**src/rtl/sync_fifo.sv**
```systemverilog
// ============================================================================
// Module   : sync_fifo
// Purpose  : Single-clock FIFO, 2^AW x N, wrap-bit pointers, fill count,
//            almost-full/almost-empty flags and overflow/underflow pulses.
//            Define SYNC_FIFO_FWFT_EN for first-word-fall-through output.
// Revision : 1.0 - initial release
// ============================================================================
`default_nettype none

module sync_fifo #(
    parameter int N      = 8,
    parameter int AW     = 3,
    parameter int AF_LVL = 6,
    parameter int AE_LVL = 2
) (
    input  logic          clk,
    input  logic          arst,
    input  logic [N-1:0]  data_in,
    input  logic          w_en,
    input  logic          r_en,
    output logic [N-1:0]  data_o,
    output logic          Full,
    output logic          Empty,
    output logic          almost_full,
    output logic          almost_empty,
    output logic [AW:0]   count,
    output logic          overflow,
    output logic          underflow
);

    localparam int          DEPTH = 1 << AW;
    localparam logic [AW:0] C_AF  = (AW+1)'(AF_LVL);
    localparam logic [AW:0] C_AE  = (AW+1)'(AE_LVL);

    logic [N-1:0] mem [DEPTH];

    logic [AW:0]  wr_ptr_q, wr_ptr_d;
    logic [AW:0]  rd_ptr_q, rd_ptr_d;
    logic         overflow_q, overflow_d;
    logic         underflow_q, underflow_d;
    logic         w_acc;
    logic         r_acc;

    // Status is a pure function of the registered pointers.
    assign count        = wr_ptr_q - rd_ptr_q;
    assign Empty        = (wr_ptr_q == rd_ptr_q);
    assign Full         = (wr_ptr_q[AW] != rd_ptr_q[AW]) &&
                          (wr_ptr_q[AW-1:0] == rd_ptr_q[AW-1:0]);
    assign almost_full  = (count >= C_AF);
    assign almost_empty = (count <= C_AE);
    assign overflow     = overflow_q;
    assign underflow    = underflow_q;

    assign w_acc = w_en && !Full;
    assign r_acc = r_en && !Empty;

    always_comb begin
        wr_ptr_d    = wr_ptr_q;
        rd_ptr_d    = rd_ptr_q;
        overflow_d  = w_en && Full;
        underflow_d = r_en && Empty;
        if (w_acc) wr_ptr_d = wr_ptr_q + 1'b1;
        if (r_acc) rd_ptr_d = rd_ptr_q + 1'b1;
    end

    always_ff @(posedge clk or negedge arst) begin
        if (!arst) begin
            wr_ptr_q    <= '0;
            rd_ptr_q    <= '0;
            overflow_q  <= 1'b0;
            underflow_q <= 1'b0;
        end else begin
            wr_ptr_q    <= wr_ptr_d;
            rd_ptr_q    <= rd_ptr_d;
            overflow_q  <= overflow_d;
            underflow_q <= underflow_d;
        end
    end

    // Storage is deliberately not reset; resetting the pointers hides it.
    always_ff @(posedge clk) begin
        if (w_acc) mem[wr_ptr_q[AW-1:0]] <= data_in;
    end

`ifdef SYNC_FIFO_FWFT_EN
    assign data_o = mem[rd_ptr_q[AW-1:0]];
`else
    logic [N-1:0] data_o_q, data_o_d;

    always_comb begin
        data_o_d = data_o_q;
        if (r_acc) data_o_d = mem[rd_ptr_q[AW-1:0]];
    end

    always_ff @(posedge clk or negedge arst) begin
        if (!arst) data_o_q <= '0;
        else       data_o_q <= data_o_d;
    end

    assign data_o = data_o_q;
`endif

endmodule

`default_nettype wire
```
**config.mk**
```make
export PLATFORM = sky130hd
export DESIGN_NAME = sync_fifo
export DESIGN_NICKNAME = d
export VERILOG_FILES = /design/src/rtl/sync_fifo.sv
export SDC_FILE = /design/constraint.sdc
export NUM_CORES = 1
export LEC_CHECK = 0
export CAP_MARGIN = 25
export CELL_PAD_IN_SITES_DETAIL_PLACEMENT = 0
export CELL_PAD_IN_SITES_GLOBAL_PLACEMENT = 2
export CORE_MARGIN = 2
export CORE_UTILIZATION = 43
export CTS_BUF_LIST = sky130_fd_sc_hd__clkbuf_8
export DETAILED_ROUTE_END_ITERATION = 7
export GPL_TIMING_DRIVEN = 0
export PLACE_DENSITY = 0.9
export RECOVER_POWER = 100
export SYNTH_ARGS = -nofsm -noshare
export SYNTH_HDL_FRONTEND = slang
export SYNTH_SLANG_ARGS = --single-unit
```
**constraint.sdc**
```tcl
create_clock -name clk -period 2.65 [get_ports clk]
set_input_delay 0.6625 -clock clk [delete_from_list [all_inputs] [get_ports clk]]
set_output_delay 0.6625 -clock clk [all_outputs]
set_load 0.02 [all_outputs]
```
### Word-level counts from Yosys, hierarchy flattened

Memory sizes are Yosys's and may differ from the RTL's. A register that Yosys moved wholly into a read port is not among the register bits.
Cells that the tools add are included.

| operators by class | value |
|---|---|
| add/sub/neg operators | 3 |
| magnitude comparators | 2 |
| equal/unequal tests | 3 |
| multiplexer cells | 2 |
| reduce and logical (&&, ||, !) cells | 8 |

Operator list:

| operator | number |
|---|---|
| adder 4 x 1 -> 4 bit (second input constant) | 2 |
| logical AND 1 bit | 5 |
| == test 4 bit | 1 |
| >= comparator 4 x 3 -> 1 bit (second input constant) | 1 |
| less-or-equal comparator 4 x 2 -> 1 bit (second input constant) | 1 |
| subtractor 4 bit | 1 |
| == test 3 bit | 1 |
| logical NOT 1 bit | 3 |
| 2-to-1 mux 1 bit | 2 |
| inequality test 1 bit | 1 |

| storage, ports and cells | value |
|---|---|
| register bits after elaboration | 10 |
| RAM bits | 64 |
| input bits | 12 |
| output and inout bits | 18 |
| memories kept | 1 |

Memories:

| name | words | bits a word | read ports | clocked after Yosys merged registers in | write ports | line | text |
|---|---|---|---|---|---|---|---|
| mem | 8 | 8 | 1 | 1 | 1 | 35 | `logic [N-1:0] mem [DEPTH];` |

### Logic depth before layout (Yosys ltp)

| logic depth | value |
|---|---|
| depth in word-level cells | 6 |
| depth in mapped cells | 7 |

### Worst setup path before layout

Ideal clock, no wire load.

| timing path | value |
|---|---|
| path kind | reg2out |
| from | reg wr_ptr_q[0] |
| to | out almost_full |
| arrival | 1.880 ns |
| path slack | 0.108 ns |
| stages on the path, launching flop included | 7 |
| path buffers | 0 |
| path through | dfrtp_1 > inv_1 > ha_1 > fa_1 > xnor2_1 > nand2_1 > o21ai_0 |

| on the way | value |
|---|---|
| word-level cells in the longest chain between the ends | 2 |

RTL lines:

| item | line | text |
|---|---|---|
| start, declared | 37 | `logic [AW:0] wr_ptr_q, wr_ptr_d;` |
| start signal, assigned | 73 | `wr_ptr_q <= wr_ptr_d;` |
| subtractor 4 bit | 45 | `assign count = wr_ptr_q - rd_ptr_q;` |
| via count[2] | 26 | `output logic [AW:0] count,` |
| >= comparator 4 x 3 -> 1 bit | 49 | `assign almost_full = (count >= C_AF);` |
| end, declared | 24 | `output logic almost_full,` |

The timed path passes the listed nets, and every way through them passes these cells.

### Worst setup path after layout

| timing path | value |
|---|---|
| from | reg rd_ptr_q[0] |
| to | out almost_empty |

| on the way | value |
|---|---|
| word-level cells in the longest chain between the ends | 2 |

RTL lines:

| item | line | text |
|---|---|---|
| start, declared | 38 | `logic [AW:0] rd_ptr_q, rd_ptr_d;` |
| start signal, assigned | 74 | `rd_ptr_q <= rd_ptr_d;` |
| subtractor 4 bit | 45 |  |
| less-or-equal comparator 4 x 2 -> 1 bit | 50 | `assign almost_empty = (count <= C_AE);` |
| end, declared | 25 | `output logic almost_empty,` |

Every way passes these cells.

==> metrics.cfg <==
[status]
outcome = finished clean

[grt]
overflow = 0
grt_max_degree = 19
grt_pass1_wl_mm = 9.777
first_global_vias = 1891
grtUsageTotal_pct = 15.56
antenna_found_initial = 0

[min_path]
worst_hold_path_type = flop to flop

[critical_path]
critPathMaxFanout = 3
critPathLaunch = rd_ptr_q[0]$_DFFE_PN0P_
critPathCaptureType = primary output
cp.arrival_ns = 1.92
endpoint = almost_empty
max_stage_delay_ns = 0.53
crit_required_ns = 1.99
r2r-start = wr_ptr_q[2]$_DFFE_PN0P_
r2r_slack_ns = 0.42
crit_path_top_delay_cell = fa_2
worstPathCellList = ha_2 -> fa_2 -> inv_2 -> a21oi_2 -> o21a_1 -> buf_6
r2r-end = mem[2][5]$_DFFE_PP_
path_class = flop to primary output
cp-start-kind = flop
r2r_cells = 5

[route]
vias = 1903
ant_nets = 0
dr.pass1.iters = 6
routedWlPerCell_um = 16.18
dr.first_iter.drc_count = 57
vias_per_cell = 5.061
drc_errors = 0
wl_mm = 6.082

[power_and_ir_drop]
p_clk_share_pct = 17.9
cellLeakagePower_nw = 1.521
p_int_mw = 3.220
switching_share_pct = 37.60
p_per_area_nw_per_um2 = 1254
p_seq_share_pct = 35.9
p_sw_mw = 1.941
p_comb_share_pct = 46.3
vdd_drop_max_uv = 468.0

[synth]
synth_warnings = 0
seq_area_frac_synth_pct = 70.14
synth_fp_nets = 236
netlist_area_um2 = 3382
ys_types = 31
synth_area_leaders = edfxtp_1 (57%), dfrtp_1 (13%), mux2_2 (5.3%)
synth_area_leader_cell = edfxtp_1
syn_inst = 218
synth_seq_cells = 82
yosysTopAreaCellShare_pct = 56.83
syn-mean-instance-area_um2 = 15.51

[placement]
port-buffer-count = 29
dp_slack_ns = -0.2325
gp_congestion = 0.7544
hpwl_mm = 4.245

[final_layout]
diodes = 0
nets = 287
layout-drive-gt1-share_pct = 26.28
area.growth.synth_to_final_pct = 21.68

[timing]
rsz0062_at_grt = yes
finalCriticalPeriod_ns = 2.586
finalClockSkew_ns = 0.007400
hold_viol = 0
timing.fmax_mhz = 386.7
slew_headroom_pct = 46.43
finalMaxSlewViolations = 0
setup_ws_ns = 0.06432
finalSetupViolCount = 0
worst_slew_pin_slew_ns = 0.8010
fin_worst_hold_slack_ns = 0.4776
final.period_utilization_pct = 97.57

[cts]
numClockSinks = 82
cts_buffers = 9
cts_tree = done
clockBufferDepth = 2
ctsHoldBuffers = 0
cts-root-buf = clkbuf_8
clkTransAtPathRegs_ns = 0.08
h-tree-depth = 3
clk_latency_ns = 0.34

[floorplan]
die_area_um2 = 8591
die_w_um = 92.69
std_cell_rows = 32
core_um2 = 7687
die_height_um = 92.69
initial_core_util_pct = 43.99
io_pins = 30

[job]
cap_violations = 0

## through the flow
stage                     power (mW)  setup TNS, ns  area [um^2]  utilization [%]  std cells
after floorplan                3.329              0         3382                -        218
after global placement         4.112         -8.507         3800            49.43        349
after detailed placement       4.172        -0.6149         3834            49.87        354
after CTS                      5.078        -0.1592         4073            52.98        374
after global routing           5.485       -0.02111         4115            53.53        376
final                          5.161              0         4115            53.53        376
## cell usage in the layout, fill, tap and decap left out, types with 3 or more instances in the layout
master | Yosys | layout
ha_1 | 5 | 3
buf_2 | 2 | 7
mux2_2 | 16 | 16
and3_1 | 3 | 3
buf_6 | 2 | 3
a22oi_1 | 8 | 8
edfxtp_1 | 64 | 64
clkbuf_8 | 0 | 10
nor2_1 | 7 | 7
o21ai_0 | 11 | 10
nand2_1 | 16 | 16
nor3_1 | 5 | 5
mux2i_1 | 16 | 16
clkdlybuf4s50_1 | 0 | 14
dfrtp_1 | 18 | 15
buf_4 | 2 | 9
dlygate4sd3_1 | 0 | 8
xnor2_1 | 6 | 5
o221ai_1 | 8 | 8
dfrtp_2 | 0 | 3
inv_1 | 9 | 7
## how the worst min path moves through the flow
stage,from,end,slack [ns],cells after the start
finish,data_o[7]$_DFFE_PN0P_,data_o[7]$_DFFE_PN0P_,0.48,2
global route,data_o[4]$_DFFE_PN0P_,data_o[4]$_DFFE_PN0P_,0.52,2
CTS,data_o[7]$_DFFE_PN0P_,data_o[7]$_DFFE_PN0P_,0.49,2
detailed placement,data_o[7]$_DFFE_PN0P_,data_o[7]$_DFFE_PN0P_,0.47,2
global placement,data_o[4]$_DFFE_PN0P_,data_o[4]$_DFFE_PN0P_,0.46,2
floorplan,arst,data_o[0]$_DFFE_PN0P_,0.37,0
## critical path, delay by kind of cell (launching register included)
kind	cells	cell delay, ns
AOI/OAI and AO/OA	2	0.26
adders and majority gates	2	0.75
buffers and inverters	2	0.16
DFF	1	0.43
## area by class of cell
type,count,area [um^2]
inverters,9,33.78
fillers,645,3572
clock buffers,10,137.6
well taps,102,127.6
plain buffers,7,51.30
clock inverters,6,72.57
repair buffers,40,354.1
multi-input cells,120,962.2
flip-flops and latches,82,2376
## routing by layer
metal / GRT usage [%] / up-vias / routed length [um]
li1: - / 925 / -
met1: 22.84 / 939 / 3049
met2: 23.18 / 31 / 2770
met3: 2.441 / 8 / 160
met4: 6.618 / 0 / 102
met5: 0 / - / 0
## registers in the layout (all words and copies together), names as in the netlist
name / cells
wr_ptr_q: 4
data_o: 8
underflow: 1
rd_ptr_q: 4
mem: 64
overflow: 1
## logic make-up after synthesis
group	share of synthesized area [%]
AOI/OAI and AO/OA	6.770
xor gates and xnor gates	2.553
adders and majority gates	2.442
buffers and inverters	2.515
DFF	70.14
muxes	10.51
and+or+nand+nor	5.069
## what timing repair did
| item | in CTS | in global routing |
|---|---|---|
| endpoints found under the setup margin | 7 | 7 |
| hold endpoints to repair | 0 | 0 |
| pin swaps | 0 | 1 |
| resized for setup | 20 | 17 |
| buffers inserted | 4 | 2 |
## synth_stat cells
cell	instances
edfxtp_1	64
dfrtp_1	18
mux2_2	16
mux2i_1	16
nand2_1	16
o21ai_0	11
inv_1	9
a22oi_1	8
o221ai_1	8
nor2_1	7
xnor2_1	6
ha_1	5
nor3_1	5
a21oi_1	3
and3_1	3
buf_2	2
buf_4	2
buf_6	2
nand3_1	2
nor2_2	2
nor2b_1	2
xor2_1	2
buf_1	1
fa_1	1
mux2_4	1
nor4_1	1
o211ai_1	1
o21a_1	1
o21ai_1	1
o21ai_2	1
xor2_2	1
## power by group through the flow
stage / sequential, mW / combinational, mW / clock (mW)
after global routing: 1.88 / 2.60 / 0.995
after CTS: 1.85 / 2.28 / 0.945
after global placement: 1.88 / 2.23 / 0
after detailed placement: 1.90 / 2.27 / 0
final: 1.85 / 2.39 / 0.921
after floorplan: 1.94 / 1.39 / 0
Power figures use the tool's default switching activity.
